[src/rtl/mem_arbiter.sv]
// mem_arbiter: two-port arbiter in front of a byte-wide memory.
// Port 0 is the CPU, port 1 the loader/debug port. Each access is 8 or 16 bits;
// 16-bit accesses become two byte cycles, little-endian (low byte at addr).
// Read data reaches pN_rdata on the clock edge that ends the ack cycle, so it
// is visible from the cycle after pN_ack.
// Optional feature: define ARB_ROUND_ROBIN_EN for round-robin arbitration;
// without it port 0 has fixed priority.
module mem_arbiter #(
  parameter int ADDR_W      = 16,
  parameter int NPORT_IDX_W = 1
) (
  input  logic                   clk,
  input  logic                   rst,
  input  logic                   p0_req,
  input  logic                   p0_we,
  input  logic                   p0_wide,
  input  logic [ADDR_W-1:0]      p0_addr,
  input  logic [15:0]            p0_wdata,
  output logic [15:0]            p0_rdata,
  output logic                   p0_ack,
  input  logic                   p1_req,
  input  logic                   p1_we,
  input  logic                   p1_wide,
  input  logic [ADDR_W-1:0]      p1_addr,
  input  logic [15:0]            p1_wdata,
  output logic [15:0]            p1_rdata,
  output logic                   p1_ack,
  output logic                   mem_en,
  output logic                   mem_we,
  output logic [ADDR_W-1:0]      mem_addr,
  output logic [7:0]             mem_wdata,
  input  logic [7:0]             mem_rdata,
  output logic                   busy,
  output logic [NPORT_IDX_W-1:0] owner
);

  typedef enum logic [1:0] {IDLE, ACC_LO, ACC_HI, DONE} state_t;

  localparam logic [NPORT_IDX_W-1:0] P0 = '0;
  localparam logic [NPORT_IDX_W-1:0] P1 = NPORT_IDX_W'(1);

  state_t                  state, state_nxt;
  logic                    we_q, wide_q;
  logic [ADDR_W-1:0]       addr_q;
  logic [ADDR_W-1:0]       addr_hi;
  logic [15:0]             wdata_q;
  logic [NPORT_IDX_W-1:0]  owner_q;
  logic                    grant;
  logic                    win1;
`ifdef ARB_ROUND_ROBIN_EN
  logic                    last_q;
`endif

  // Merge one memory byte into a port's read register at a capture point:
  // ACC_HI takes the low byte of a wide read, DONE takes the final byte
  // (high byte when wide, the only byte with a zeroed upper half when narrow).
  function automatic logic [15:0] rd_capture(input logic [15:0] cur,
                                             input logic [7:0]  b,
                                             input state_t      st,
                                             input logic        wide);
    logic [15:0] r;
    r = cur;
    if (st == ACC_HI) begin
      r[7:0] = b;
    end else if (st == DONE) begin
      if (wide) r[15:8] = b;
      else      r      = {8'h00, b};
    end
    return r;
  endfunction

  assign addr_hi = addr_q + ADDR_W'(1);
  assign busy    = (state != IDLE);
  assign owner   = owner_q;

  // Arbitration: pick the winner among the ports requesting this cycle
  always_comb begin
    grant = p0_req | p1_req;
`ifdef ARB_ROUND_ROBIN_EN
    if (p0_req && p1_req) win1 = ~last_q;
    else                  win1 = p1_req;
`else
    win1 = p1_req & ~p0_req;
`endif
  end

  // State register
  always_ff @(posedge clk) begin
    if (!rst) state <= IDLE;
    else      state <= state_nxt;
  end

  // Next-state logic and memory-side / ack outputs
  always_comb begin
    state_nxt = state;
    mem_en    = 1'b0;
    mem_we    = 1'b0;
    mem_addr  = '0;
    mem_wdata = 8'h00;
    p0_ack    = 1'b0;
    p1_ack    = 1'b0;
    case (state)
      IDLE: begin
        if (grant) state_nxt = ACC_LO;
      end
      ACC_LO: begin
        mem_en    = 1'b1;
        mem_we    = we_q;
        mem_addr  = addr_q;
        mem_wdata = we_q ? wdata_q[7:0] : 8'h00;
        state_nxt = wide_q ? ACC_HI : DONE;
      end
      ACC_HI: begin
        mem_en    = 1'b1;
        mem_we    = we_q;
        mem_addr  = addr_hi;
        mem_wdata = we_q ? wdata_q[15:8] : 8'h00;
        state_nxt = DONE;
      end
      DONE: begin
        p0_ack    = (owner_q == P0);
        p1_ack    = (owner_q == P1);
        state_nxt = IDLE;
      end
      default: state_nxt = IDLE;
    endcase
  end

  // Latch the winner's request fields at grant; they stay frozen until the next grant
  always_ff @(posedge clk) begin
    if (!rst) begin
      owner_q <= P0;
      we_q    <= 1'b0;
      wide_q  <= 1'b0;
    end else if (state == IDLE && grant) begin
      owner_q <= win1 ? P1 : P0;
      we_q    <= win1 ? p1_we   : p0_we;
      wide_q  <= win1 ? p1_wide : p0_wide;
    end
  end

  // Address and write data of the granted request (no reset needed: only
  // reach the memory bus in ACC_LO/ACC_HI, after a grant has loaded them)
  always_ff @(posedge clk) begin
    if (state == IDLE && grant) begin
      addr_q  <= win1 ? p1_addr  : p0_addr;
      wdata_q <= win1 ? p1_wdata : p0_wdata;
    end
  end

`ifdef ARB_ROUND_ROBIN_EN
  // Remember which port won last so contention alternates; starts at port 1
  // so port 0 wins the first contended grant
  always_ff @(posedge clk) begin
    if (!rst)                       last_q <= 1'b1;
    else if (state == IDLE && grant) last_q <= win1;
  end
`endif

  // Read data registers: only the owner's register moves, only on reads
  always_ff @(posedge clk) begin
    if (!rst) begin
      p0_rdata <= 16'h0000;
      p1_rdata <= 16'h0000;
    end else if (!we_q && (state == ACC_HI || state == DONE)) begin
      if (owner_q == P0) p0_rdata <= rd_capture(p0_rdata, mem_rdata, state, wide_q);
      if (owner_q == P1) p1_rdata <= rd_capture(p1_rdata, mem_rdata, state, wide_q);
    end
  end

endmodule

[config.mk]
export PLATFORM = sky130hd
export DESIGN_NAME = mem_arbiter
export DESIGN_NICKNAME = d
export VERILOG_FILES = /design/src/rtl/mem_arbiter.sv
export SDC_FILE = /design/constraint.sdc
export NUM_CORES = 1
export LEC_CHECK = 0
export ABC_CLOCK_PERIOD_IN_PS = 5560
export CAP_MARGIN = 20
export CORE_AREA = 2 2 116 73
export DETAILED_ROUTE_END_ITERATION = 6
export DIE_AREA = 0 0 118 75
export HOLD_SLACK_MARGIN = 0.1
export PLACE_DENSITY = 0.86
export SETUP_SLACK_MARGIN = 0.15
export SKIP_CTS_REPAIR_TIMING = 1
export SLEW_MARGIN = 20
export SYNTH_ARGS = -nofsm -noshare
export SYNTH_HDL_FRONTEND = slang
export SYNTH_SLANG_ARGS = --single-unit
[constraint.sdc]
create_clock -name clk -period 5.56 [get_ports clk]
set_input_delay 0.834 -clock clk [delete_from_list [all_inputs] [get_ports clk]]
set_output_delay 0.834 -clock clk [all_outputs]
set_load 0.05 [all_outputs]
==> results.md <==
- Status: finished, final reports clean
- Crit path kind: register to output pin
- Post-Place Cells: 566
- Setup_tns: 0 ns
- Port-buffer cells: 141
- Cell taking the most area after synthesis: edfxtp_1
- Final Hold Fails: 0
- Comb power frac: 43.5%
- Initial antenna violation count: 0
- Worst Hold Class: register to register
- Max-cap violations: 0
- Reg2reg end: p1_rdata[15]
- Share of cells above drive strength 1: 12.2%
- Die width: 118 um
- Clock Latency Late Sink: 0.34 ns
- Top cell type's share of synthesized area: 27.1%
- Int Power: 1480 uW
- Unrepaired setup endpoints after global routing: no
- GRT Overall Usage: 22.8%
- Area of the mapped netlist: 0.00354 mm^2
- Area Growth Syn to Fin: 50.6%
- Iter 0 DRT Violations: 316
- Reg power frac: 32.1%
- Avg Cell Area, Syn: 10.5 um^2
- Ports: 142
- CTS tree: yes
- Clock buffer count from CTS: 9
- First-pass GRT wire length: 15.4 mm
- Core Area: 0.00773 mm^2
- DRC Markers: 0
- Vias: 3087
- CTS Sinks: 69
- CTS Root Cell: clkbuf_16
- CTS clock-pin slew for the worst setup and hold paths: 0.06 ns
- Slew HR: 30.8%
- Switching part of the total: 41.4%
- Worst Tran Pin Value: 1.03 ns
- Crit-path max cell delay: 0.80 ns
- Filler cells: 587
- Nets@finish: 554
- Setup violations, final: 0
- Top-count cell post-synth: dfxtp_1
- Met1 Usage GRT: 28.5%
- Worst-path fanout max: 19
- Hold path startpoint: p0_rdata[14]
- Via-to-Cell Ratio: 5.30
- Final min period: 4.11 ns
- Post-Syn Nets: 421
- Row cnt: 25
- Slowest stage cell on the critical path: clkdlybuf4s50_1
- Post-synth EDFFs: 32
- GPL Wtd Cong: 0.812
- Largest net degree at the start of global routing: 38
- Fin crit share: 74.0%
- DRT Wirelength: 10.0 mm
- Die Y: 75 um
- #FFs+latches synth: 69
- Post-Synthesis Cells: 336
- Finished Layout Cells: 582
- Max VDD drop: 241 uV
- Die ar.: 0.00885 mm^2
- Synth warn: 0
- Post-DP HPWL: 7.29 mm
- Async set-reset flop share out of synthesis: 0%
- Met2 Track Usage GR: 39.7%
- Max clock buf depth: 2
- CP startpoint kind: register
- Global Route met3 Usage: 6.44%
- Avg WL per Cell: 17.2 um
- Initial Util: 45.8%
- Largest delay contributor family on the critical path: simple AND/OR/NAND/NOR gates
- Leak: 0.00195 uW
- Crit path capture type: output pin
- WHS Path Cells: 2
- Synth unique cells: 43
- Reg2reg start: state[0]
- Clk network pwr share: 24.4%
- Number of global-route vias before repair: 2981
- Most Crowded Layer GR: met2
- Net Switching: 1040 uW
- # H-tree levels: 3
- Antenna Violating Nets Remaining: 0
- R2R Setup Slk: 3.25 ns
- Critical Path RT: 4.73 ns
- CP Buf/Inv Count: 2
- Worst Reg-to-Reg Cells: 5
- Worst Hold End: p0_rdata[14]
- Max frequency: 243 MHz
- Inserted Diodes: 0
- Worst-path cell chain: inv_1 -> ha_1 -> nand2_1 -> or4_1 -> nand3_1 -> clkdlybuf4s50_1
- Pwr Density: 472 mW/mm^2
- Grt ovf: 0
- Worst EP arrival: 3.28 ns
- Ranking of synthesized cells by area: edfxtp_1, dfxtp_1, mux2_2, nor2b_1, mux2i_1
- Final Slew Violations: 0
- Register area share after synthesis: 48.1%
- Ys flop type: dfxtp_1
- Pre-antenna DRT Iters: 6
- Worst clock skew: 0.00422 ns
- Synth top cells by count: dfxtp_1, mux2_2, nor2b_1
## power groups by stage
| stage | logic [uW] | clock network (uW) | registers, uW |
|---|---|---|---|
| final | 1100 | 615 | 809 |
| after global routing | 1160 | 641 | 825 |
| after CTS | 1100 | 619 | 804 |
| after detailed placement | 1090 | 0 | 813 |
| after global placement | 1060 | 0 | 802 |
| after floorplan | 708 | 0 | 840 |
## layer usage
metal / vias up / share of wire (%)
li1: 1479 / -
met1: 1482 / 43
met2: 114 / 49
met3: 12 / 6.1
met4: 0 / 1.3
met5: - / 0
## metrics by stage
| stage | util (%) | power [uW] | hold WS, ns | cell area, um^2 | setup WS, ns |
|---|---|---|---|---|---|
| final | 69.0 | 2520 | 0.484 | 5330 | 1.45 |
| after global routing | 69.0 | 2620 | 0.523 | 5330 | 1.29 |
| after CTS | 69.0 | 2520 | 0.485 | 5330 | 1.44 |
| after detailed placement | 64.7 | 1900 | 0.474 | 5000 | 1.79 |
| after global placement | 64.7 | 1870 | 0.462 | 5000 | 1.90 |
| after floorplan | - | 1550 | 0.494 | 3540 | 2.03 |
## cell families (layout without fill, tap and decap cells)
| logic type | after synthesis | in the layout | synth area share [%] |
|---|---|---|---|
| and+or+nand+nor | 119 | 119 | 17.9 |
| DFF | 69 | 69 | 48.1 |
| AOI/OAI and AO/OA | 65 | 65 | 12.3 |
| muxes | 51 | 51 | 15.6 |
| buffers and inverters | 23 | 161 | 3.39 |
| adders and majority gates | 5 | 5 | 1.77 |
| xor gates and xnor gates | 4 | 4 | 0.990 |
## area by class of cell
cell class | instances | area (um^2) | area share, %
Inverter | 4 | 15.0 | 0.282
Multi-Input combinational cell | 244 | 1730 | 32.5
Clock inverter | 2 | 17.5 | 0.329
Sequential cell | 69 | 1700 | 31.9
Timing Repair Buffer | 141 | 1410 | 26.5
Clock buffer | 14 | 318 | 5.96
Tap cell | 108 | 135 | 2.53
## layout by cell type, fill, tap and decap left out, drive strengths merged
master,instances
clkdlybuf4s50,141
dfxtp,37
mux2,33
nor2b,33
edfxtp,32
nand2,31
nor2,22
mux2i,18
nand3,15
a21oi,15
clkbuf,14
a22oi,12
o21ai,10
a21boi,9
a31oi,8
ha,5
inv,5
and2,5
and4,5
nand4,3
xnor2,2
xor2,2
a21o,2
a41oi,2
o211a,2
and3,2
or4,1
o211ai,1
nor3,1
o311a,1
a221o,1
a31o,1
nand4bb,1
o31ai,1
clkinv,1
## state kept, by name (all words and copies together), names as in the netlist
signal / cells
state: 2
addr_q: 16
p0_rdata: 16
p1_rdata: 16
we_q: 1
owner: 1
wide_q: 1
wdata_q: 16
## worst register-to-register path, cell delays in order (launching register included)
cell and delay (ns):
dfxtp_1 0.35, inv_1 0.09, ha_1 0.49, nand4bb_1 0.81, a21oi_1 0.40, nor2b_1 0.07
## worst max-delay path by stage
stage	startpoint	end	slack, ns	cells after the start
6_report	state[0]	mem_addr[12]	1.45	6
5_1_grt	state[0]	mem_addr[12]	1.29	6
4_1_cts	state[0]	mem_addr[12]	1.44	6
3_5_place_dp	state[0]	mem_addr[12]	1.79	6
3_3_place_gp	state[0]	mem_addr[12]	1.90	6
2_1_floorplan	state[1]	mem_addr[6]	2.03	7
(Power assumes the default switching activity.)
